**config.mk**
```make
export PLATFORM = sky130hd
export DESIGN_NAME = uart_tx_frame
export DESIGN_NICKNAME = d
export VERILOG_FILES = /design/src/rtl/uart_pkg.sv /design/src/rtl/uart_tx_bit_timer.sv /design/src/rtl/uart_tx_frame.sv
export SDC_FILE = /design/constraint.sdc
export NUM_CORES = 1
export LEC_CHECK = 0
export BUFFER_PORTS_ARGS = -buffer_cell sky130_fd_sc_hd__buf_2
export CAP_MARGIN = 25
export CORE_AREA = 5 5 65 67
export CTS_CLUSTER_DIAMETER = 50
export DETAILED_ROUTE_END_ITERATION = 7
export DIE_AREA = 0 0 70 72
export GPL_TIMING_DRIVEN = 0
export PLACE_DENSITY_LB_ADDON = 0.15
export SLEW_MARGIN = 20
export SYNTH_ARGS = -nofsm -noshare
export SYNTH_HDL_FRONTEND = slang
export SYNTH_SLANG_ARGS = --single-unit
```
**constraint.sdc**
```tcl
create_clock -name CLK -period 4.1 [get_ports CLK]
set_clock_uncertainty 0.1 [all_clocks]
set_input_delay 0.82 -clock CLK [delete_from_list [all_inputs] [get_ports CLK]]
set_output_delay 0.82 -clock CLK [all_outputs]
set_load 0.02 [all_outputs]
```
**src/rtl/uart_pkg.sv**
```systemverilog
// Shared UART definitions: transmit FSM states, parity selectors and the
// prescale ratios that both the transmit and receive paths agree on.
package uart_pkg;

    typedef enum logic [2:0] {
        ST_IDLE   = 3'd0,
        ST_START  = 3'd1,
        ST_DATA   = 3'd2,
        ST_PARITY = 3'd3,
        ST_STOP   = 3'd4
    } uart_tx_state_t;

    localparam logic PAR_EVEN = 1'b0;
    localparam logic PAR_ODD  = 1'b1;

    localparam int PRESCALE_X8  = 8;
    localparam int PRESCALE_X16 = 16;
    localparam int PRESCALE_X32 = 32;

    function automatic logic prescale_legal(input int unsigned p);
        return (p == PRESCALE_X8) || (p == PRESCALE_X16) || (p == PRESCALE_X32);
    endfunction

endpackage

```
**src/rtl/uart_tx_bit_timer.sv**
```systemverilog
// Per-bit clock counter and LSB-first data bit index for the UART transmitter.
// BIT_IDX_NXT is exposed so the frame can register TX_OUT from the next state.
module uart_tx_bit_timer #(
    parameter  int DATA_WIDTH = 8,
    parameter  int PRESCALE_W = 6,
    localparam int IDX_W      = (DATA_WIDTH > 1) ? $clog2(DATA_WIDTH) : 1
) (
    input  logic                  CLK,
    input  logic                  RST,
    input  logic [PRESCALE_W-1:0] PRESCALE,
    input  logic                  RUN,
    input  logic                  DATA_PHASE,
    output logic                  BIT_DONE,
    output logic                  LAST_DATA,
    output logic [IDX_W-1:0]      BIT_IDX_NXT
);

    logic [PRESCALE_W-1:0] cnt;
    logic [IDX_W-1:0]      bit_idx;

    assign BIT_DONE  = RUN && (cnt == PRESCALE - 1'b1);
    assign LAST_DATA = (bit_idx == IDX_W'(DATA_WIDTH - 1));

    // Counter parks at zero while idle so the start bit gets a full PRESCALE.
    always_ff @(posedge CLK) begin
        if (RST || !RUN) begin
            cnt <= '0;
        end else if (BIT_DONE) begin
            cnt <= '0;
        end else begin
            cnt <= cnt + 1'b1;
        end
    end

    always_comb begin
        BIT_IDX_NXT = '0;
        if (DATA_PHASE) begin
            if (BIT_DONE) begin
                BIT_IDX_NXT = LAST_DATA ? '0 : bit_idx + 1'b1;
            end else begin
                BIT_IDX_NXT = bit_idx;
            end
        end
    end

    always_ff @(posedge CLK) begin
        if (RST) begin
            bit_idx <= '0;
        end else begin
            bit_idx <= BIT_IDX_NXT;
        end
    end

endmodule

```
**src/rtl/uart_tx_frame.sv**
```systemverilog
// UART transmitter: start bit, LSB-first data, optional parity, one stop bit.
// TX_OUT and BUSY are registered and decoded from the next FSM state.
module uart_tx_frame
    import uart_pkg::*;
#(
    parameter int DATA_WIDTH = 8,
    parameter int PRESCALE_W = 6
) (
    input  logic                  CLK,
    input  logic                  RST,
    input  logic [DATA_WIDTH-1:0] P_DATA,
    input  logic                  DATA_VALID,
    input  logic                  PAR_EN,
    input  logic                  PAR_TYP,
    input  logic [PRESCALE_W-1:0] PRESCALE,
    output logic                  TX_OUT,
    output logic                  BUSY
);

    localparam int IDX_W = (DATA_WIDTH > 1) ? $clog2(DATA_WIDTH) : 1;

    uart_tx_state_t        state;
    uart_tx_state_t        state_nxt;
    logic                  accept;
    logic                  bit_done;
    logic                  last_data;
    logic [IDX_W-1:0]      bit_idx_nxt;
    logic [DATA_WIDTH-1:0] data_q;
    logic                  par_en_q;
    logic                  par_bit_q;
    logic                  tx_nxt;
    logic                  busy_nxt;
    logic                  tx_out_q;
    logic                  busy_q;

    assign accept = (state == ST_IDLE) && DATA_VALID;

    uart_tx_bit_timer #(
        .DATA_WIDTH (DATA_WIDTH),
        .PRESCALE_W (PRESCALE_W)
    ) u_bit_timer (
        .CLK         (CLK),
        .RST         (RST),
        .PRESCALE    (PRESCALE),
        .RUN         (state != ST_IDLE),
        .DATA_PHASE  (state == ST_DATA),
        .BIT_DONE    (bit_done),
        .LAST_DATA   (last_data),
        .BIT_IDX_NXT (bit_idx_nxt)
    );

    // Frame payload is captured once per accept; requests while busy never reach it.
    always_ff @(posedge CLK) begin
        if (accept) begin
            data_q    <= P_DATA;
            par_en_q  <= PAR_EN;
            par_bit_q <= (PAR_TYP == PAR_ODD) ? ~^P_DATA : ^P_DATA;
        end
    end

    always_ff @(posedge CLK) begin
        if (RST) begin
            state    <= ST_IDLE;
            tx_out_q <= 1'b1;
            busy_q   <= 1'b0;
        end else begin
            state    <= state_nxt;
            tx_out_q <= tx_nxt;
            busy_q   <= busy_nxt;
        end
    end

    always_comb begin
        state_nxt = state;
        case (state)
            ST_IDLE:   if (DATA_VALID) state_nxt = ST_START;
            ST_START:  if (bit_done)   state_nxt = ST_DATA;
            ST_DATA:   if (bit_done && last_data) state_nxt = par_en_q ? ST_PARITY : ST_STOP;
            ST_PARITY: if (bit_done)   state_nxt = ST_STOP;
            ST_STOP:   if (bit_done)   state_nxt = ST_IDLE;
            default:                   state_nxt = ST_IDLE;
        endcase
    end

    always_comb begin
        tx_nxt   = 1'b1;
        busy_nxt = 1'b1;
        case (state_nxt)
            ST_IDLE:   busy_nxt = 1'b0;
            ST_START:  tx_nxt   = 1'b0;
            ST_DATA:   tx_nxt   = data_q[bit_idx_nxt];
            ST_PARITY: tx_nxt   = par_bit_q;
            ST_STOP:   tx_nxt   = 1'b1;
            default: begin
                tx_nxt   = 1'b1;
                busy_nxt = 1'b0;
            end
        endcase
    end

    assign TX_OUT = tx_out_q;
    assign BUSY   = busy_q;

endmodule

```
==> results.cfg, run 1 <==
[run_status]
status = complete, no violations

[synth]
yosysWarnings = 0
ys_seq_elements = 24
syn_inst = 134
syn-num-nets = 157
synth_area_per_cell_um2 = 10.10
netlist_area_um2 = 1354
ys_seq_area_share_pct = 42.88
ys_types = 40

[global_route]
grt_overflow = 0
grt_pass1_wl_mm = 4.215
grt_pass1_vias = 1007
antenna_found_initial = 0
grt_start_max_net_pins = 14
grt.total_usage_pct = 10.29

[job]
drv_cap = 0

[timing]
setup-violations-final = 0
tns_ns = 0
worstMarginPinSlew_ns = 0.8521
fin_crit_ns = 3.013
fin_crit_sh_pct = 73.49
rsz0062_at_grt = no
hold_viol_final = 0
slew_violations = 0
slew_headroom_pct = 42.47
timing.fmax_ghz = 0.3319

[detailed_routing]
postRouteAntennaNets = 0
routed-via-count = 1023
drt_iter0_markers = 38
via_per_inst = 4.966
wire_per_inst_um = 11.97
routed_wl_mm = 2.465
drc = 0
dr.pass1.iters = 4

[critical_path]
slowest_delay_ns = 0.75
r2r_start = u_bit_timer.cnt[2]
r2r_setup_slack_ns = 1.56
path_max_fanout = 6
worstSetupPathType = input port to register
cp.required_ns = 4.19
crit_path_start_kind = input port
r2r-end = TX_OUT
critical_path.endpoint = TX_OUT
slowest_stage = o311ai_0
arrival_ns = 3.11
crit_path_start = PRESCALE[0]
critical_path.endpoint_type = register
r2r_cells = 8
path_cells = buf_2, inv_1, ha_1, xnor2_1, a221oi_2, a41oi_1, nor2_1, o311ai_0, or2_2, o2111ai_2

[die]
row_count = 22
core_area_um2 = 3578
start_util_pct = 37.83
ios = 21
die_area_um2 = 5040
die_width_um = 70
fp.dieH_um = 72

[cells_and_area]
num_antenna_cells = 0
stdcell_count = 206
area_delta_synth_final_pct = 13.77
final_area_um2 = 1540
final_nets = 182
drive_gt1_share_pct = 18.99

[placed_design]
portBuffers = 20
hpwl_mm = 1.949
gp_congestion = 0.8172
dp_cells = 202
post_dp_cell_area_um2 = 1514

[power]
power_leakage_nw = 0.5841
powerDensity_nw_per_um2 = 284.4
vdd_ir_drop_max_v = 0.0001517

[clocking]
clock_latency_ns = 0.30
htreeDepth = 1
clock-root-buffer = clkbuf_4
clkSlewWorstSetupHoldPaths_ns = 0.13
post_cts_buffers = 0
clock_sinks = 24
ctsResizeCount = 0
cts_hold_buf = 0
cts_made_buffers = 3
clockBufferDepth = 2
cts_tree = done

[hold_path]
hold_path_class = register to register
-- logic make-up after synthesis --
family	Yosys count	share of synthesized area, %
compound gates	22	12.66
mux	4	3.974
flops	24	42.88
xor+xnor	19	12.29
buf+inv	12	4.436
simple gates	49	20.06
fa+ha+maj	4	3.697
-- how the worst min path moves through the flow --
| stage | cells past startpoint | end | slack (ns) | from |
|---|---|---|---|---|
| 6_report | 2 | TX_OUT | 0.41 | par_bit_q |
| 4_1_cts | 1 | u_bit_timer.cnt[0] | 0.41 | u_bit_timer.cnt[0] |
| 3_5_place_dp | 1 | u_bit_timer.cnt[0] | 0.38 | u_bit_timer.cnt[0] |
| 3_3_place_gp | 2 | TX_OUT | 0.37 | par_bit_q |
| 2_1_floorplan | 1 | u_bit_timer.cnt[0] | 0.34 | u_bit_timer.cnt[0] |
| 5_1_grt | 1 | u_bit_timer.cnt[0] | 0.43 | u_bit_timer.cnt[0] |
-- per-layer routing --
layer  vias up  global-route usage (%)  wire length, um
met5         -                       0                0
met4         0                   4.681               42
met3         4                   2.493              100
met2        13                   18.89             1251
met1       480                   11.22             1070
li1        526                       -                -
-- state kept, by name, indices dropped and copies added, names as in the netlist --
name / count
u_bit_timer.bit_idx: 3
par_bit_q: 1
data_q: 8
TX_OUT: 1
state: 3
BUSY: 1
u_bit_timer.cnt: 6
par_en_q: 1
-- final cells by class --
type                            instances  area [um2]
Buffer                                  3       26.28
Sequential cell                        24       580.6
Multi-Input combinational cell         98       713.2
Tap cell                               48       60.06
Inverter                                9       33.78
Clock inverter                          1       3.754
Timing Repair Buffer                   20       100.1
Fill cell                             358        2038
Clock buffer                            3       22.52
-- metrics by stage --
stage                     setup WS [ns]  total power [mW]  hold slack (ns)  util, %
after global routing             0.8158            0.4674           0.4268    43.04
after detailed placement         0.7501            0.3419           0.3775    42.31
after CTS                         1.069            0.4491           0.4088    43.04
after global placement           0.7844            0.3399           0.3699    42.31
final                             1.087            0.4381           0.4069    43.04
after floorplan                   1.117            0.3176           0.3411        -
-- critical path, delay by kind of cell --
family | cells | cell delay [ns]
AOI/OAI and AO/OA | 4 | 1.28
adders and majority gates | 1 | 0.24
and+or+nand+nor | 2 | 0.42
buffers and inverters | 2 | 0.17
xor gates and xnor gates | 1 | 0.18
-- cells in the mapped netlist --
cell,number,area [um2]
o21ai_1,1,5.000
mux2i_4,1,22.52
buf_6,2,22.52
xor2_1,6,52.55
ha_1,4,50.05
a221oi_2,1,15.01
a21oi_1,5,25.02
nand4b_4,1,23.77
nand4_1,1,6.260
mux2_1,1,11.26
clkbuf_1,1,3.750
nor4b_1,1,8.760
nor2b_1,5,31.28
nor3_1,2,10.01
edfxtp_1,10,300.3
inv_1,9,33.78
o21ai_0,2,10.01
a41oi_1,1,8.760
nand3_1,5,25.02
o21a_1,1,7.510
mux2i_1,2,20.02
nor4_1,1,6.260
nor3b_1,2,15.01
nand2_1,7,26.28
o21ba_1,1,10.01
o2111ai_2,1,15.01
nor2_1,15,56.30
or2_1,1,6.260
a221o_1,1,10.01
dfxtp_1,14,280.3
o2111ai_1,2,17.52
nand4b_1,2,17.52
or3_1,3,18.77
o211ai_1,3,22.52
o311ai_0,2,17.52
or2_2,1,6.260
or4_1,1,7.510
xnor2_1,13,113.9
nand2b_1,1,6.260
a21boi_1,1,7.510
-- cells in the final DEF (no fill, tap or decap), types with 6 or more instances in the layout --
cell,instances
dfxtp_1,14
nor2_1,15
nand2_1,7
inv_1,9
xnor2_1,13
edfxtp_1,10
buf_2,20
xor2_1,6
-- where the power goes --
part           internal [mW]  leakage, nW  switching, mW
clock                 0.0355       0.0154         0.0674
combinational         0.0312        0.359         0.0361
sequential             0.263        0.209        0.00499
Note: power is estimated with default switching activity, not from simulation.
==> run 2, diff against run 1 <==
- clock period: 4.1 -> 2.95 ns (I/O delays scaled with it)
==> run 2 against run 1 <==
Compared with the run above: die area did not move; first-iteration DRC count fell by 7.9%; clock power rose by 39%; largest power group unchanged; critical path type unchanged; critical endpoint unchanged.
==> results.cfg, run 2 (synthesis gave the netlist of run 1 again) <==
[timing]
hold_ws_ns = 0.3524
fin_crit_ns = 2.778
tns_ns = 0
timing.fmax_ghz = 0.3600
hold_viol_final = 0
worstMarginPinSlew_ns = 0.8099
fin_ws_ns = 0.1722
setup-violations-final = 0
rsz0062_at_grt = no
slew_violations = 0
slew_headroom_pct = 45.89
fin_crit_sh_pct = 94.16

[power]
clockPowerShare_pct = 23.5
p_int_mw = 0.4583
p_switching_mw = 0.1509
seqPwrFrac_pct = 61.1
power_leakage_nw = 0.5847
combPwrFrac_pct = 15.4
p_sw_share_pct = 24.77
powerDensity_nw_per_um2 = 395.5
vdd_ir_drop_max_v = 0.0002108

[critical_path]
cp.required_ns = 3.04
slowest_delay_ns = 0.31
r2r_setup_slack_ns = 0.42
path_buf_inv = 3
crit_family = compound AO/OA/AOI/OAI gates
critical_path.endpoint_type = register
crit_path_start_kind = input port
worstSetupPathType = input port to register
path_max_fanout = 10
path_cells = buf_2, inv_1, ha_1, o21ba_1, a221oi_2, a41oi_1, or2_1, buf_6, or3_1, a21oi_1, or2_2, o2111ai_2
slowest_stage = or3_1
arrival_ns = 2.87

[detailed_routing]
drt_iter0_markers = 35
routed_wl_mm = 2.465
via_per_inst = 4.966
routed-via-count = 1023
wire_per_inst_um = 11.97
drc = 0
postRouteAntennaNets = 0
dr.pass1.iters = 4

[clocking]
clock-root-buffer = clkbuf_4
clock_latency_ns = 0.30
clock_sinks = 24
clockBufferDepth = 2
cts_hold_buf = 0
cts_made_buffers = 3
clkSlewWorstSetupHoldPaths_ns = 0.13
cts_tree = done
htreeDepth = 1

[hold_path]
hold_path_class = input port to register

[global_route]
grt_pass1_wl_mm = 4.215
grt.total_usage_pct = 10.29
grt_start_max_net_pins = 14
grt_pass1_vias = 1007
antenna_found_initial = 0
grt_overflow = 0

[cells_and_area]
area_delta_synth_final_pct = 13.77
top_register = data_q
num_antenna_cells = 0
most-common-layout-cells = 20 x buf_2, 15 x nor2_1, 14 x dfxtp_1
drive_gt1_share_pct = 18.99
utilization_pct = 43.04
n_fill_cell = 358
final_area_um2 = 1540
final_nets = 182
largest_reg_flops = 8
layout_commonest_cell = buf_2
reg_top3 = data_q x8, u_bit_timer.cnt x6

[job]
drv_cap = 0

[die]
ios = 21
die_width_um = 70
die_area_um2 = 5040
start_util_pct = 37.83
fp.dieH_um = 72
row_count = 22
core_area_um2 = 3578

[placed_design]
place_ws_ns = -0.1699
post_dp_cell_area_um2 = 1514
hpwl_mm = 1.949
portBuffers = 20
gp_congestion = 0.8172

[run_status]
status = complete, no violations
==> run 2: cell counts in the layout (fill, tap and decap cells not counted) <==
Identical to the previous run, type by type.
==> run 2: power groups by stage <==
stage | sequential [mW] | clock [mW] | combinational, mW
after detailed placement | 0.380 | 0 | 0.0954
after global placement | 0.380 | 0 | 0.0928
final | 0.372 | 0.143 | 0.0939
after floorplan | 0.382 | 0 | 0.0599
after global routing | 0.374 | 0.170 | 0.106
after CTS | 0.372 | 0.156 | 0.0962
==> run 2: repair_timing <==
action	4_1_cts	5_1_grt
setup buffers	0	0
setup endpoints to repair	0	1
resized for setup	0	1
==> run 2: metrics by stage <==
stage	power (mW)	instances
floorplan	0.4414	134
global placement	0.4724	202
detailed placement	0.4752	202
CTS	0.6242	206
global route	0.6499	206
finish	0.6092	206
==> run 2: worst paths after layout <==
path                           start  cells past startpoint        to
setup / recovery         PRESCALE[0]                     12    TX_OUT
hold / removal                PAR_EN                      1  par_en_q
setup reg to reg  u_bit_timer.cnt[2]                     10    TX_OUT
hold reg to reg            par_bit_q                      2    TX_OUT
==> run 2: area by class of cell <==
class / count / area, um2 / share of cell area (%)
Clock inverter: 1 / 3.754 / 0.2437
Tap cell: 48 / 60.06 / 3.899
Buffer: 3 / 26.28 / 1.706
Clock buffer: 3 / 22.52 / 1.462
Sequential cell: 24 / 580.6 / 37.69
Multi-Input combinational cell: 98 / 713.2 / 46.30
Inverter: 9 / 33.78 / 2.193
Timing Repair Buffer: 20 / 100.1 / 6.499
==> run 2: worst register-to-register path, cell delays in order (launching register included) <==
cell,delay [ns]
dfxtp_1,0.33
buf_6,0.13
o21ba_1,0.19
a221oi_2,0.25
a41oi_1,0.12
or2_1,0.28
buf_6,0.15
or3_1,0.31
a21oi_1,0.29
or2_2,0.18
o2111ai_2,0.11
==> run 2: routing by layer <==
layer | share of wire (%) | up-vias | wire [um] | global-route usage (%)
li1 | - | 526 | - | -
met1 | 43 | 480 | 1070 | 11.22
met2 | 51 | 13 | 1251 | 18.89
met3 | 4.1 | 4 | 100 | 2.493
met4 | 1.7 | 0 | 42 | 4.681
met5 | 0 | - | 0 | 0
==> run 3, diff against run 2 <==
- MAX_ROUTING_LAYER: not set -> met4
==> run 3 against run 2 <==
Compared with the run above: hold slack unchanged; flip-flop and latch count unchanged; critical path type unchanged; cell area unchanged; non-clock buffer count unchanged.
==> results.cfg, run 3 (synthesis gave the netlist of run 1 again) <==
[clocking]
clkSlewWorstSetupHoldPaths_ns = 0.13
clock_sinks = 24
clock_latency_ns = 0.30
cts_made_buffers = 3
cts_tree = done
cts_hold_buf = 0
clockBufferDepth = 2
clock-root-buffer = clkbuf_4
htreeDepth = 1

[cells_and_area]
utilization_pct = 43.04
layout_commonest_cell = buf_2
top_register = data_q
num_antenna_cells = 0
n_fill_cell = 358
largest_reg_flops = 8
reg_top3 = data_q x8, u_bit_timer.cnt x6
drive_gt1_share_pct = 18.99
final_nets = 182
area_delta_synth_final_pct = 13.77
most-common-layout-cells = 20 x buf_2, 15 x nor2_1, 14 x dfxtp_1

[detailed_routing]
via_per_inst = 4.966
routed-via-count = 1023
postRouteAntennaNets = 0
drt_iter0_markers = 36
wire_per_inst_um = 11.97
drc = 0
routed_wl_mm = 2.465
dr.pass1.iters = 4

[power]
powerDensity_nw_per_um2 = 395.5
p_sw_share_pct = 24.77
finalPower_mw = 0.6092
clockPowerShare_pct = 23.5
p_int_mw = 0.4583
seqPwrFrac_pct = 61.1
power_leakage_nw = 0.5847
combPwrFrac_pct = 15.4
vdd_ir_drop_max_v = 0.0002108
p_switching_mw = 0.1509

[critical_path]
arrival_ns = 2.87
critical_path.endpoint_type = register
crit_path_start_kind = input port
cp.required_ns = 3.04
path_max_fanout = 10
worstSetupPathType = input port to register

[die]
ios = 21
start_util_pct = 37.83
die_width_um = 70
die_area_um2 = 5040
core_area_um2 = 3578
fp.dieH_um = 72
row_count = 22

[placed_design]
place_ws_ns = -0.1699
portBuffers = 20
hpwl_mm = 1.949
gp_congestion = 0.8293

[global_route]
grt_pass1_wl_mm = 4.215
grt_overflow = 0
grt_start_max_net_pins = 14
grt_pass1_vias = 1007
antenna_found_initial = 0
grt.total_usage_pct = 10.59

[timing]
rsz0062_at_grt = no
timing.fmax_ghz = 0.3600
fin_ws_ns = 0.1722
setup-violations-final = 0
slew_headroom_pct = 45.89
hold_viol_final = 0
worstMarginPinSlew_ns = 0.8099
fin_crit_sh_pct = 94.16
fin_crit_ns = 2.778
slew_violations = 0

[hold_path]
hold_path_class = input port to register

[run_status]
status = complete, no violations

[job]
drv_cap = 0
==> run 3: cell counts in the layout (fill, tap and decap cells not counted) <==
Identical to the previous run, type by type.
==> run 3: area by class of cell <==
class / count / area (um2) / area share, %
repair buffers: 20 / 100.1 / 6.499
inverters: 9 / 33.78 / 2.193
well taps: 48 / 60.06 / 3.899
plain buffers: 3 / 26.28 / 1.706
multi-input cells: 98 / 713.2 / 46.30
clock inverters: 1 / 3.754 / 0.2437
flip-flops and latches: 24 / 580.6 / 37.69
clock buffers: 3 / 22.52 / 1.462
==> run 3: power groups by stage <==
stage	logic, mW	clock network, mW	registers, mW
4_1_cts	0.0962	0.156	0.372
3_5_place_dp	0.0954	0	0.380
6_report	0.0938	0.143	0.372
3_3_place_gp	0.0928	0	0.380
2_1_floorplan	0.0599	0	0.382
5_1_grt	0.106	0.170	0.374
==> run 3: critical path, stage by stage <==
cell and delay (ns):
buf_2 0.12, inv_1 0.05, ha_1 0.24, o21ba_1 0.20, a221oi_2 0.25, a41oi_1 0.12, or2_1 0.28, buf_6 0.15
or3_1 0.31, a21oi_1 0.29, or2_2 0.18, o2111ai_2 0.11
==> run 3: per-stage QoR <==
stage | instances | hold slack [ns] | TNS, ns | area (um2)
floorplan | 134 | 0.3411 | 0 | 1354
finish | 206 | 0.3524 | 0 | 1540
global placement | 202 | 0.3699 | -0.1576 | 1514
detailed placement | 202 | 0.3775 | -0.2368 | 1514
CTS | 206 | 0.3347 | 0 | 1540
global route | 206 | 0.3233 | 0 | 1540
==> run 3: what timing repair did <==
action                                  CTS  global route
resized for setup                         0             1
endpoints found under the setup margin    0             1
setup buffers                             0             0
==> run 3: metal layers <==
| metal | up-vias | share of wire [%] | wire length (um) | global-route usage, % |
|---|---|---|---|---|
| li1 | 526 | - | - | - |
| met1 | 480 | 43 | 1070 | 11.22 |
| met2 | 13 | 51 | 1251 | 18.89 |
| met3 | 4 | 4.1 | 100 | 2.493 |
| met4 | 0 | 1.7 | 42 | 4.681 |
| met5 | - | 0 | 0 | - |
==> run 3: worst paths after layout <==
check                           from  endpoint  slack [ns]  depth (start not counted)
setup / recovery         PRESCALE[0]    TX_OUT        0.17                         12
hold / removal                PAR_EN  par_en_q        0.35                          1
setup reg to reg  u_bit_timer.cnt[2]    TX_OUT        0.42                         10
hold reg to reg            par_bit_q    TX_OUT        0.41                          2
